--- config.mk ---
export PLATFORM = sky130hd
export DESIGN_NAME = i2c_slave_regs
export DESIGN_NICKNAME = d
export VERILOG_FILES = /design/src/rtl/i2c_pkg.sv /design/src/rtl/i2c_line_cond.sv /design/src/rtl/i2c_slave_regs.sv
export SDC_FILE = /design/constraint.sdc
export NUM_CORES = 1
export LEC_CHECK = 0
export CAP_MARGIN = 20
export CORE_MARGIN = 4
export CORE_UTILIZATION = 36
export CTS_CLUSTER_DIAMETER = 150
export DETAILED_ROUTE_END_ITERATION = 10
export MAX_ROUTING_LAYER = met4
export PLACE_DENSITY = 0.48
export SKIP_CTS_REPAIR_TIMING = 1
export SLEW_MARGIN = 20
export SYNTH_ARGS = -nofsm -noshare
export SYNTH_HDL_FRONTEND = slang
export SYNTH_SLANG_ARGS = --single-unit
--- constraint.sdc ---
create_clock -name clk -period 3.1 [get_ports clk]
set_clock_uncertainty 0.2 [all_clocks]
set_input_delay 0.465 -clock clk [delete_from_list [all_inputs] [get_ports clk]]
set_output_delay 0.465 -clock clk [all_outputs]
set_load 0.1 [all_outputs]
--- src/rtl/i2c_pkg.sv ---
// Shared types and constants for the I2C register-slave slice.
package i2c_pkg;

  typedef enum logic [3:0] {
    ST_IDLE,
    ST_ADDR,
    ST_ADDR_ACK,
    ST_PTR,
    ST_PTR_ACK,
    ST_WDATA,
    ST_WDATA_ACK,
    ST_RDATA,
    ST_RDATA_ACK
  } i2c_state_e;

  localparam logic [6:0] DEFAULT_SLAVE_ADDR = 7'b0010000;
  localparam int BIT_CNT_W = 3;
  localparam logic [BIT_CNT_W-1:0] BIT_LAST = '1;

  function automatic logic maj3(input logic a, input logic b, input logic c);
    return (a & b) | (a & c) | (b & c);
  endfunction

endpackage

--- src/rtl/i2c_line_cond.sv ---
// SCL/SDA synchronizer, optional 3-sample majority filter (I2C_SLAVE_GLITCH_FILTER_EN)
// and SCL edge / START / STOP detection.
module i2c_line_cond
  import i2c_pkg::*;
(
  input  logic clk,
  input  logic resetN,
  input  logic scl_in,
  input  logic sda_in,
  output logic scl_rise,
  output logic scl_fall,
  output logic start_det,
  output logic stop_det,
  output logic sda_val
);

  logic [1:0] scl_sync_q, scl_sync_d, sda_sync_q, sda_sync_d;
  logic       scl_prev_q, scl_prev_d, sda_prev_q, sda_prev_d;
  logic       scl_c, sda_c;

  always_comb begin
    scl_sync_d = {scl_sync_q[0], scl_in};
    sda_sync_d = {sda_sync_q[0], sda_in};
    scl_prev_d = scl_c;
    sda_prev_d = sda_c;
  end

  always_ff @(posedge clk or negedge resetN) begin
    if (!resetN) begin
      scl_sync_q <= 2'b11;
      sda_sync_q <= 2'b11;
      scl_prev_q <= 1'b1;
      sda_prev_q <= 1'b1;
    end else begin
      scl_sync_q <= scl_sync_d;
      sda_sync_q <= sda_sync_d;
      scl_prev_q <= scl_prev_d;
      sda_prev_q <= sda_prev_d;
    end
  end

`ifdef I2C_SLAVE_GLITCH_FILTER_EN
  logic [1:0] scl_hist_q, scl_hist_d, sda_hist_q, sda_hist_d;
  logic       scl_filt_q, scl_filt_d, sda_filt_q, sda_filt_d;

  always_comb begin
    scl_hist_d = {scl_hist_q[0], scl_sync_q[1]};
    sda_hist_d = {sda_hist_q[0], sda_sync_q[1]};
    scl_filt_d = maj3(scl_sync_q[1], scl_hist_q[0], scl_hist_q[1]);
    sda_filt_d = maj3(sda_sync_q[1], sda_hist_q[0], sda_hist_q[1]);
  end

  always_ff @(posedge clk or negedge resetN) begin
    if (!resetN) begin
      scl_hist_q <= 2'b11;
      sda_hist_q <= 2'b11;
      scl_filt_q <= 1'b1;
      sda_filt_q <= 1'b1;
    end else begin
      scl_hist_q <= scl_hist_d;
      sda_hist_q <= sda_hist_d;
      scl_filt_q <= scl_filt_d;
      sda_filt_q <= sda_filt_d;
    end
  end

  assign scl_c = scl_filt_q;
  assign sda_c = sda_filt_q;
`else
  assign scl_c = scl_sync_q[1];
  assign sda_c = sda_sync_q[1];
`endif

  // START/STOP need SCL high on both samples so an SCL edge never masquerades as one.
  assign scl_rise  =  scl_c & ~scl_prev_q;
  assign scl_fall  = ~scl_c &  scl_prev_q;
  assign start_det =  scl_c &  scl_prev_q &  sda_prev_q & ~sda_c;
  assign stop_det  =  scl_c &  scl_prev_q & ~sda_prev_q &  sda_c;
  assign sda_val   =  sda_c;

endmodule

--- src/rtl/i2c_slave_regs.sv ---
// I2C slave exposing REG_DEPTH 8-bit registers behind an auto-incrementing pointer.
// Optional input glitch filter: define I2C_SLAVE_GLITCH_FILTER_EN.
module i2c_slave_regs
  import i2c_pkg::*;
#(
  parameter logic [6:0] SLAVE_ADDR = DEFAULT_SLAVE_ADDR,
  parameter int         REG_DEPTH  = 16
) (
  input  logic       clk,
  input  logic       resetN,
  input  logic       scl_in,
  input  logic       sda_in,
  output logic       sda_oe,
  output logic       wr_strobe,
  output logic [7:0] wr_addr,
  output logic [7:0] wr_data,
  output logic       busy,
  output i2c_state_e dbg_state
);

  localparam int PTR_W = $clog2(REG_DEPTH);

  logic scl_rise, scl_fall, start_det, stop_det, sda_val;

  i2c_line_cond u_line_cond (
    .clk       (clk),
    .resetN    (resetN),
    .scl_in    (scl_in),
    .sda_in    (sda_in),
    .scl_rise  (scl_rise),
    .scl_fall  (scl_fall),
    .start_det (start_det),
    .stop_det  (stop_det),
    .sda_val   (sda_val)
  );

  i2c_state_e             state_q, state_d;
  logic [BIT_CNT_W-1:0]   bit_cnt_q, bit_cnt_d;
  logic [6:0]             shift_q, shift_d;
  logic [PTR_W-1:0]       ptr_q, ptr_d;
  logic                   rw_q, rw_d, nack_q, nack_d;
  logic                   sda_oe_q, sda_oe_d, busy_q, busy_d, wr_strobe_q, wr_strobe_d;
  logic [7:0]             wr_addr_q, wr_addr_d, wr_data_q, wr_data_d;
  logic [7:0]             regs_q [REG_DEPTH];
  logic [7:0]             regs_d [REG_DEPTH];
  logic [7:0]             rx_byte;
  logic [BIT_CNT_W-1:0]   tx_idx;

  assign rx_byte = {shift_q, sda_val};
  assign tx_idx  = BIT_LAST - bit_cnt_q;

  always_comb begin
    state_d     = state_q;
    bit_cnt_d   = bit_cnt_q;
    shift_d     = shift_q;
    ptr_d       = ptr_q;
    rw_d        = rw_q;
    nack_d      = nack_q;
    sda_oe_d    = sda_oe_q;
    busy_d      = busy_q;
    wr_strobe_d = 1'b0;
    wr_addr_d   = wr_addr_q;
    wr_data_d   = wr_data_q;
    regs_d      = regs_q;

    if (start_det) begin
      state_d   = ST_ADDR;
      bit_cnt_d = '0;
      sda_oe_d  = 1'b0;
      busy_d    = 1'b1;
    end else if (stop_det) begin
      state_d   = ST_IDLE;
      bit_cnt_d = '0;
      sda_oe_d  = 1'b0;
      busy_d    = 1'b0;
    end else begin
      case (state_q)
        ST_ADDR, ST_PTR, ST_WDATA: begin
          if (scl_rise) begin
            shift_d   = rx_byte[6:0];
            bit_cnt_d = bit_cnt_q + 1'b1;
            if (bit_cnt_q == BIT_LAST) begin
              if (state_q == ST_ADDR) begin
                rw_d    = sda_val;
                state_d = (shift_q == SLAVE_ADDR) ? ST_ADDR_ACK : ST_IDLE;
              end else if (state_q == ST_PTR) begin
                ptr_d   = rx_byte[PTR_W-1:0];
                state_d = ST_PTR_ACK;
              end else begin
                regs_d[ptr_q] = rx_byte;
                wr_strobe_d   = 1'b1;
                wr_addr_d     = 8'(ptr_q);
                wr_data_d     = rx_byte;
                ptr_d         = ptr_q + 1'b1;
                state_d       = ST_WDATA_ACK;
              end
            end
          end
        end
        // bit_cnt marks whether the 9th rise has been seen: first fall drives ACK, second ends the slot.
        ST_ADDR_ACK, ST_PTR_ACK, ST_WDATA_ACK: begin
          if (scl_rise) begin
            bit_cnt_d = 'd1;
          end else if (scl_fall) begin
            if (bit_cnt_q == '0) begin
              sda_oe_d = 1'b1;
            end else begin
              bit_cnt_d = '0;
              sda_oe_d  = 1'b0;
              if (state_q == ST_ADDR_ACK && rw_q) begin
                state_d  = ST_RDATA;
                sda_oe_d = ~regs_q[ptr_q][7];
              end else if (state_q == ST_ADDR_ACK) begin
                state_d = ST_PTR;
              end else begin
                state_d = ST_WDATA;
              end
            end
          end
        end
        ST_RDATA: begin
          if (scl_rise) begin
            bit_cnt_d = bit_cnt_q + 1'b1;
            if (bit_cnt_q == BIT_LAST) begin
              ptr_d   = ptr_q + 1'b1;
              state_d = ST_RDATA_ACK;
            end
          end else if (scl_fall && bit_cnt_q != '0) begin
            sda_oe_d = ~regs_q[ptr_q][tx_idx];
          end
        end
        ST_RDATA_ACK: begin
          if (scl_rise) begin
            bit_cnt_d = 'd1;
            nack_d    = sda_val;
          end else if (scl_fall) begin
            if (bit_cnt_q == '0) begin
              sda_oe_d = 1'b0;
            end else begin
              bit_cnt_d = '0;
              if (nack_q) begin
                state_d  = ST_IDLE;
                sda_oe_d = 1'b0;
              end else begin
                state_d  = ST_RDATA;
                sda_oe_d = ~regs_q[ptr_q][7];
              end
            end
          end
        end
        default: state_d = ST_IDLE;
      endcase
    end
  end

  always_ff @(posedge clk or negedge resetN) begin
    if (!resetN) begin
      state_q     <= ST_IDLE;
      bit_cnt_q   <= '0;
      shift_q     <= '0;
      ptr_q       <= '0;
      rw_q        <= 1'b0;
      nack_q      <= 1'b0;
      sda_oe_q    <= 1'b0;
      busy_q      <= 1'b0;
      wr_strobe_q <= 1'b0;
      wr_addr_q   <= '0;
      wr_data_q   <= '0;
      regs_q      <= '{default: '0};
    end else begin
      state_q     <= state_d;
      bit_cnt_q   <= bit_cnt_d;
      shift_q     <= shift_d;
      ptr_q       <= ptr_d;
      rw_q        <= rw_d;
      nack_q      <= nack_d;
      sda_oe_q    <= sda_oe_d;
      busy_q      <= busy_d;
      wr_strobe_q <= wr_strobe_d;
      wr_addr_q   <= wr_addr_d;
      wr_data_q   <= wr_data_d;
      regs_q      <= regs_d;
    end
  end

  // wr_addr/wr_data are only meaningful in the cycle wr_strobe is high.
  assign sda_oe    = sda_oe_q;
  assign wr_strobe = wr_strobe_q;
  assign wr_addr   = wr_addr_q;
  assign wr_data   = wr_data_q;
  assign busy      = busy_q;
  assign dbg_state = state_q;

endmodule

Word level (Yosys, flattened, before mapping). Index checks and enable logic that the tools add are counted.

Eq/ne operators: 30. Magnitude comparators: 3. $add $sub $neg: 3. Mux-type cells: 63. Reduce and logical (&&, ||, !) cells: 21. Bitwise operators: 18.

Operators by type and width (count): 128-bit bitwise mux (1); 4-bit two-way mux (18); 4-bit inequality test (second input constant) (12); 8-bit binary-select mux with 4-bit select (1); 8-bit demux with 4-bit select (1); 3-bit two-way mux (10); 8-bit two-way mux (3); 1-bit two-way mux (22); 4-bit by 3-bit equality test with 1-bit output (second input constant) (4); 4-bit case mux with 4 select lines (1); 7-bit AND reduction (2); 4-bit AND reduction (3); 2-bit inequality test (second input constant) (5); 1-bit NOT (10); 10-bit AND reduction (1); 4-bit by 2-bit equality test with 1-bit output (second input constant) (2); 4-bit case mux with 2 select lines (1); 8-bit AND reduction (1); 4-bit OR reduction (2); 1-bit AND (7); 7-bit by 5-bit equality test with 1-bit output (second input constant) (1); 3-bit case mux with 2 select lines (1); 6-bit AND reduction (1); 3-bit OR reduction (2); 22 further kinds (26).

Flip-flop bits (word level): 169. Logic and storage cells: 169.

Longest topological paths before layout. Gate-level depths: netlist (run 1).

Depth after elaboration: 12. Mapped depth: 9.

Hierarchy. A second synthesis (run 1) with hierarchy kept.

Cells, all modules: 585. Area, all modules: 8760.9 um^2.

By module, submodules not included: i2c_slave_regs (instances 1, area each 8570.7 um^2, seq. area each 4078.9 um^2, cells an instance 575); i2c_line_cond (instances 1, area each 190.2 um^2, seq. area each 157.7 um^2, cells an instance 10).

Worst setup path after synthesis (run 1). No wires, ideal clock.

Path kind: flip-flop to flip-flop. Start: register state_q[3], in the netlist dbg_state[3]. End: register sda_oe_q, in the netlist sda_oe. Cell stages (with the launch flop): 7. Period minus slack after synthesis: 2798 ps. Path slack: 302 ps. Setup time: 141 ps. Path buffers: 1. Arrival: 2457 ps. Required time: 2759 ps. Path through: dfrtp_1 -> buf_2 -> or4b_2 -> nand2_1 -> o21ai_0 -> a211oi_1 -> a41oi_1.

Word-level cells in the longest chain between the ends: 9.

RTL lines: start, declared (line i2c_slave_regs.sv:37) `i2c_state_e state_q, state_d;`; start signal, assigned (line i2c_slave_regs.sv:171) `state_q <= state_d;`; 4-bit by 2-bit equality test with 1-bit output (line i2c_slave_regs.sv:77, i2c_slave_regs.sv:110); 1-bit logical AND (line i2c_slave_regs.sv:110) `if (state_q == ST_ADDR_ACK && rw_q) begin`; 1-bit two-way mux (line i2c_slave_regs.sv:110); 1-bit two-way mux (line i2c_slave_regs.sv:105) `if (bit_cnt_q == '0) begin`; 1-bit two-way mux (line i2c_slave_regs.sv:104) `end else if (scl_fall) begin`; 1-bit two-way mux (line i2c_slave_regs.sv:102) `if (scl_rise) begin`; 1-bit case mux with 3 select lines (line i2c_slave_regs.sv:77) `case (state_q)`; 1-bit two-way mux (line i2c_slave_regs.sv:71) `end else if (stop_det) begin`; 1-bit two-way mux (line i2c_slave_regs.sv:66) `if (start_det) begin`; end signal, assigned (line i2c_slave_regs.sv:177) `sda_oe_q <= sda_oe_d;`; end, declared (line i2c_slave_regs.sv:42) `logic sda_oe_q, sda_oe_d, busy_q, busy_d, wr_strobe_q, wr_strobe_d;`.

Several ways; a longest one is shown, not always the timed one. The select of a mux whose other input is x is not followed. A chain may end at the register's enable or synchronous reset.

Worst setup path in the final report (run 1).
Start: register ptr_q[0]. End: register sda_oe_q, in the netlist sda_oe.

Word-level cells in the longest chain between the ends: 12.

RTL lines: start, declared (line i2c_slave_regs.sv:40) `logic [PTR_W-1:0] ptr_q, ptr_d;`; start signal, assigned (line i2c_slave_regs.sv:174) `ptr_q <= ptr_d;`; 4-bit NOT with 5-bit output (not written as such) * (line i2c_slave_regs.sv:112, i2c_slave_regs.sv:129, i2c_slave_regs.sv:146); 8-bit binary-select mux with 4-bit select * (line i2c_slave_regs.sv:112, i2c_slave_regs.sv:129, i2c_slave_regs.sv:146); 8-bit two-way mux (not written as such) * (2 in a row) (line i2c_slave_regs.sv:112, i2c_slave_regs.sv:129, i2c_slave_regs.sv:146); 1-bit binary-select mux with 3-bit select or 1-bit NOT (tied branches) (line i2c_slave_regs.sv:129, i2c_slave_regs.sv:112, i2c_slave_regs.sv:146); 1-bit two-way mux, on equally long branches (line i2c_slave_regs.sv:129, i2c_slave_regs.sv:110, i2c_slave_regs.sv:141); 1-bit NOT (tied with other cells) (line i2c_slave_regs.sv:129) `sda_oe_d = ~regs_q[ptr_q][tx_idx];`; 1-bit two-way mux, on equally long branches (line i2c_slave_regs.sv:128, i2c_slave_regs.sv:104, i2c_slave_regs.sv:136); 1-bit two-way mux, on equally long branches (line i2c_slave_regs.sv:122, i2c_slave_regs.sv:102, i2c_slave_regs.sv:133); 1-bit case mux with 3 select lines * (line i2c_slave_regs.sv:77); 1-bit two-way mux * (line i2c_slave_regs.sv:71); 1-bit two-way mux * (line i2c_slave_regs.sv:66).

Mark *: on every way between the ends. The rest lies on a longest branch, timed or not. The select of a mux whose other input is x is not followed.

==> impl_metrics.tcl, run 1 <==
set metrics [dict create \
    totalWireLength_um 19540 \
    power.share.clock_pct 42.4 \
    dp_hpwl_um 13530 \
    vias 4897 \
    wl_per_cell_um 21.31 \
    hp-start "u_line_cond.scl_sync_q[0]" \
    num_rows 54 \
    status "completed" \
    viasPerCell 5.340 \
    path_cells "buf_4 -> mux4_1 -> nand2_1 -> and3_2 -> o22ai_1 -> a2111o_1 -> a41oi_1" \
    drc 0 \
    nets 635 \
    fin_crit_sh_pct 89.96 \
    hold_depth 0 \
    rsz0062_at_grt "no" \
    crit_type "reg -> reg" \
    p_sw_share_pct 28.36 \
    p_switching_w 0.001437 \
    routabilityCongestion 0.8600 \
    path_delay_family "compound AO/OA/AOI/OAI gates" \
    p_comb_share_pct 11.5 \
    worstHoldEndpoint "u_line_cond.scl_sync_q[1]" \
    numCtsBuffers 17 \
    pre_cts_ws_ns 0.3363 \
    die_w_um 157.5 \
    multiInputGateArea_mm2 0.003592 \
    yosysSeqAreaShare_pct 52.66 \
    synth_cells 583 \
    num-fill-cells 2042 \
    finalSetupViolCount 0 \
    root_buffer "clkbuf_16" \
    dr.pass1.iters 5 \
    worst_slew_pin_slew_ns 0.8161 \
    synth_cell_type_count 54 \
    worstReg2RegEnd "sda_oe" \
    drive_gt1_share_pct 44.90 \
    relSlewSlack_pct 45.59 \
    synth_edf_count 0 \
    cts_tree "done" \
    min_path_type "reg -> reg" \
    rr_startpoint "ptr_q[0]" \
    clock_latency_ns 0.43 \
    min_period_ns 2.789 \
    antenna_found_initial 0 \
    fin_setup_tns_ns 0 \
    ys_ff_latch 169 \
    synth_warnings 0 \
    synthFlopType "dfrtp_1" \
    ir_worst_vdd_mv 0.3604 \
    path_max_fanout 10 \
    io_pins 27 \
    cp.required_ns 3.23 \
    fmax_ghz 0.3586 \
    endpoint_kind "register" \
    grt_max_degree 79 \
    cts.sinks 169 \
    power_frac_seq_pct 46.2 \
    syn_avg_cell_area_um2 13.80 \
    r2r_slack_ns 0.31 \
    clkTransAtPathRegs_ns 0.07 \
    io_buffer_count 22 \
    cap_violations 0 \
    syn_to_final_growth_pct 15.58 \
    internal-power_w 0.003630 \
    core_area_mm2 0.02189 \
    drt-initial-drc-count 282 \
    grt.overflow.total 0 \
    maxSlewViolCount 0 \
    powerDensity_mw_per_mm2 544.9 \
    diodes 0 \
    critPathArrivalTime_ns 2.92 \
    track_usage_pct 17.41 \
    synth_area_mm2 0.008045 \
    async_flop_share_pct 100.0 \
    leakagePower_nw 4.297 \
    grt_first_pass_wirelength_um 31730 \
    finalHoldViolCount 0 \
    die_area_mm2 0.02480 \
    clk_path_buf_depth 2 \
    grt_pass1_vias 5323 \
    path_buf_inv 1 \
    start_util_pct 36.75 \
    critPathMaxStageDelay_ns 0.62 \
    htreeDepth 4 \
    cp-startpoint "ptr_q[0]" \
    register_area_mm2 0.004239 \
    slowest_stage "mux4_1" \
    chipHeight_um 157.5 \
    start_kind "register" \
    worst_slack_ns 0.3111 \
    ant_nets 0 \
    rr_worst_depth 7 \
]
layout by cell type, fill, tap and decap left out, drive strengths merged, types with 2 or more instances in the layout:
cell	Yosys	routed
ha	7	7
nand4b	2	2
a211oi	3	3
a22oi	7	7
a31oi	4	4
dfrtp	163	163
o211ai	3	3
nand2	26	26
nor3b	2	2
dfstp	6	6
nor2b	6	6
nor3	15	15
clkbuf	18	17
o22ai	4	4
o221ai	2	2
a22o	4	4
nor2	31	31
clkinv	0	5
clkdlybuf4s50	0	2
mux4	28	28
mux2	151	151
nand3	12	12
and3	3	3
bufinv	0	2
conb	1	4
nand2b	4	4
inv	8	15
mux2i	13	13
buf	21	55
a21oi	11	11
o21ai	13	13
stage by stage:
| stage | power, W | cells | cell area (µm²) | util, % | hold WS (ns) |
|---|---|---|---|---|---|
| after floorplan | 0.002691 | 586 | 8056 | - | -0.03059 |
| after global placement | 0.002959 | 884 | 8698 | 39.73 | 0.1487 |
| after detailed placement | 0.002964 | 884 | 8698 | 39.73 | 0.1495 |
| after CTS | 0.005132 | 916 | 9289 | 42.43 | -0.06174 |
| after global routing | 0.005290 | 917 | 9299 | 42.48 | 0.1596 |
| final | 0.005067 | 917 | 9299 | 42.48 | 0.1521 |
power by group through the flow:
| stage | clock network, W | registers (W) | logic, W |
|---|---|---|---|
| floorplan | 0 | 0.00238 | 0.000314 |
| global placement | 0 | 0.00238 | 0.000579 |
| detailed placement | 0 | 0.00238 | 0.000581 |
| CTS | 0.00221 | 0.00234 | 0.000584 |
| global route | 0.00231 | 0.00235 | 0.000634 |
| finish | 0.00215 | 0.00234 | 0.000581 |
registers in the layout, indices dropped and copies added, names as in the netlist, 2 cells and up:
| register | count |
|---|---|
| wr_data | 8 |
| ptr_q | 4 |
| u_line_cond.scl_sync_q | 2 |
| wr_addr | 4 |
| regs_q | 128 |
| bit_cnt_q | 3 |
| dbg_state | 4 |
| shift_q | 7 |
| u_line_cond.sda_sync_q | 2 |
how the worst max path moves through the flow:
| stage | to | slack (ns) | depth (start not counted) |
|---|---|---|---|
| after floorplan | sda_oe | 0.30 | 6 |
| after global placement | sda_oe | 0.32 | 7 |
| after detailed placement | sda_oe | 0.34 | 7 |
| after CTS | sda_oe | 0.30 | 7 |
| after global routing | sda_oe | 0.18 | 7 |
| final | sda_oe | 0.31 | 7 |
layer usage:
layer	wire (µm)	track usage, %	vias up
met5	0	-	-
met4	359	5.408	0
met3	607	3.574	21
met2	9612	27.54	89
met1	8960	22.68	2573
li1	-	-	2214
final cells by class:
| cell class | count | share of cell area, % |
|---|---|---|
| inverter | 8 | 0.3229 |
| sequential | 169 | 45.59 |
| clock inverter | 15 | 1.776 |
| tap | 280 | 3.767 |
| timing repair buffer | 58 | 5.342 |
| clock buffer | 17 | 4.575 |
| multi-input combinational | 370 | 38.63 |
cell usage after synthesis, drive strengths merged (3+ instances only):
cell type,count,share of area (%)
nand3,12,0.75
o22ai,4,0.31
a22o,4,0.44
a31oi,4,0.31
nand2b,4,0.31
mux2,151,21
inv,8,0.37
nor3,15,1.6
mux4,28,8.3
ha,7,1.1
a21oi,11,0.68
nor2,31,1.8
dfrtp,163,51
a211oi,3,0.28
nand2,26,1.2
dfstp,6,2.0
nor2b,6,0.47
and3,3,0.25
mux2i,13,1.6
a22oi,7,0.65
clkbuf,18,0.84
o21ai,13,0.81
o211ai,3,0.28
buf,21,1.6
logic make-up after synthesis:
| group | Yosys count | share of synthesized area, % |
|---|---|---|
| AO/OA/AOI/OAI | 57 | 4.650 |
| AND/OR/NAND/NOR | 109 | 7.559 |
| adder cells (fa/ha/maj) | 7 | 1.089 |
| flip-flops | 169 | 52.66 |
| other | 1 | 0.04661 |
| buffers and inverters | 47 | 2.830 |
| XOR/XNOR | 1 | 0.1089 |
| multiplexers | 192 | 31.06 |
Note: power is estimated with default switching activity, not from simulation.
==> run 2, diff against run 1 <==
- CORE_UTILIZATION: 36 -> 35
- PLACE_DENSITY: 0.48 -> default
- PLACE_DENSITY_LB_ADDON: default -> 0.3
- clock period: 3.1 -> 2.6 ns (I/O delays scaled with it)
==> impl_metrics.tcl, run 2 (synthesis results as in run 1) <==
set metrics [dict create \
    grt_first_pass_wirelength_um 31880 \
    die_area_mm2 0.02548 \
    chipHeight_um 159.6 \
    drt-initial-drc-count 303 \
    num-fill-cells 2010 \
    totalPowerFinal_w 0.006182 \
    cap_violations 0 \
    num_rows 55 \
    final_cell_mix "dfrtp_1 (157), mux2_2 (144), buf_4 (65), nand2_1 (25), buf_12 (20)" \
    design_area_mm2 0.009843 \
    worst_slew_pin_slew_ns 0.7227 \
    placed_area_mm2 0.009085 \
    routabilityCongestion 0.9037 \
    path_max_fanout 5 \
    start_util_pct 35.53 \
    ir_worst_vdd_mv 0.4131 \
    numCtsBuffers 17 \
    endpoint_kind "register" \
    drive_gt1_share_pct 48.81 \
    htreeDepth 4 \
    ant_nets 0 \
    min_period_ns 2.555 \
    clkTransAtPathRegs_ns 0.07 \
    fin_crit_sh_pct 98.26 \
    clock_latency_ns 0.43 \
    cts_tree "done" \
    root_buffer "clkbuf_16" \
    diodes 0 \
    status "completed" \
    powerDensity_mw_per_mm2 628.1 \
    leakagePower_nw 4.520 \
    cp.required_ns 2.74 \
    finalHoldViolCount 0 \
    totalWireLength_um 20010 \
    rsz0062_at_grt "yes" \
    relSlewSlack_pct 51.82 \
    min_path_type "reg -> reg" \
    crit_type "reg -> reg" \
    grt_max_degree 70 \
    final_common_cell "dfrtp_1" \
    track_usage_pct 16.44 \
    vias 5154 \
    fmax_ghz 0.3914 \
    whs_ns 0.1645 \
    die_w_um 159.6 \
    clk_path_buf_depth 2 \
    maxSlewViolCount 0 \
    grt.overflow.total 0 \
    core_area_mm2 0.02264 \
    syn_to_final_growth_pct 22.35 \
    dr.pass1.iters 4 \
    viasPerCell 5.397 \
    largest_reg_flops 128 \
    antenna_found_initial 0 \
    io_buffer_count 22 \
    cts.sinks 169 \
    critPathArrivalTime_ns 2.69 \
    drc 0 \
    nets 668 \
    io_pins 27 \
    start_kind "register" \
    dp_hpwl_um 13390 \
    largest_register "regs_q" \
    wl_per_cell_um 20.95 \
    finalSetupViolCount 0 \
    grt_pass1_vias 5495 \
]
run 2: cell count changes in the layout (fill, tap and decap cells not counted), moves of 3 or more:
cell,before,now
clkinv_2,4,0
mux2_2,151,144
buf_12,4,20
dfrtp_2,2,5
buf_4,50,65
clkinv_8,0,3
mux2_4,0,7
dfrtp_1,161,157
run 2: where the power goes:
group,internal (W),switching (W)
logic,0.000216,0.000572
clock network,0.00147,0.00117
registers,0.00269,0.0000559
run 2: area by class of cell:
cell class	count	area [µm²]	share of cell area, %
inverters	8	30.03	0.3051
clock inverters	15	201.4	2.047
multi-input cells	370	3635	36.93
flip-flops and latches	169	4247	43.14
well taps	285	356.6	3.623
clock buffers	17	425.4	4.322
repair buffers	91	948.4	9.635
run 2: metrics by stage:
step	setup WS [ns]	util [%]	std cells	TNS (ns)
3_3_place_gp	0.05005	40.13	914	0
4_1_cts	-0.02288	42.90	946	-0.02288
3_5_place_dp	0.003753	40.13	914	0
2_1_floorplan	0.1372	-	586	0
6_report	0.04535	43.48	955	0
5_1_grt	-0.04872	43.48	955	-0.7849
run 2: path summary, 6_finish.rpt:
| check | from | end | slack (ns) | depth (start not counted) |
|---|---|---|---|---|
| worst max-delay path | ptr_q[0] | sda_oe | 0.05 | 7 |
| worst max register to register | ptr_q[0] | sda_oe | 0.05 | 7 |
| min in group asynchronous | resetN | regs_q[25] | 0.37 | 2 |
| max in group asynchronous | resetN | regs_q[107] | 1.08 | 3 |
| worst min-delay path | u_line_cond.sda_sync_q[0] | u_line_cond.sda_sync_q[1] | 0.16 | 0 |
| worst min register to register | u_line_cond.sda_sync_q[0] | u_line_cond.sda_sync_q[1] | 0.16 | 0 |
run 2: critical path, cell delays in order (launching register included):
cell	delay [ns]
dfrtp_2	0.41
clkbuf_4	0.21
mux4_1	0.55
a22oi_1	0.24
and3_2	0.24
o22ai_1	0.08
a2111o_1	0.40
a41oi_1	0.15
run 2: per-layer routing:
| metal | vias to the layer above | share of wire, % | global-route usage (%) |
|---|---|---|---|
| met4 | 0 | 2.0 | 4.379 |
| met1 | 2743 | 46 | 22.23 |
| li1 | 2292 | - | - |
| met3 | 23 | 3.5 | 3.613 |
| met5 | - | 0 | - |
| met2 | 96 | 48 | 25.29 |
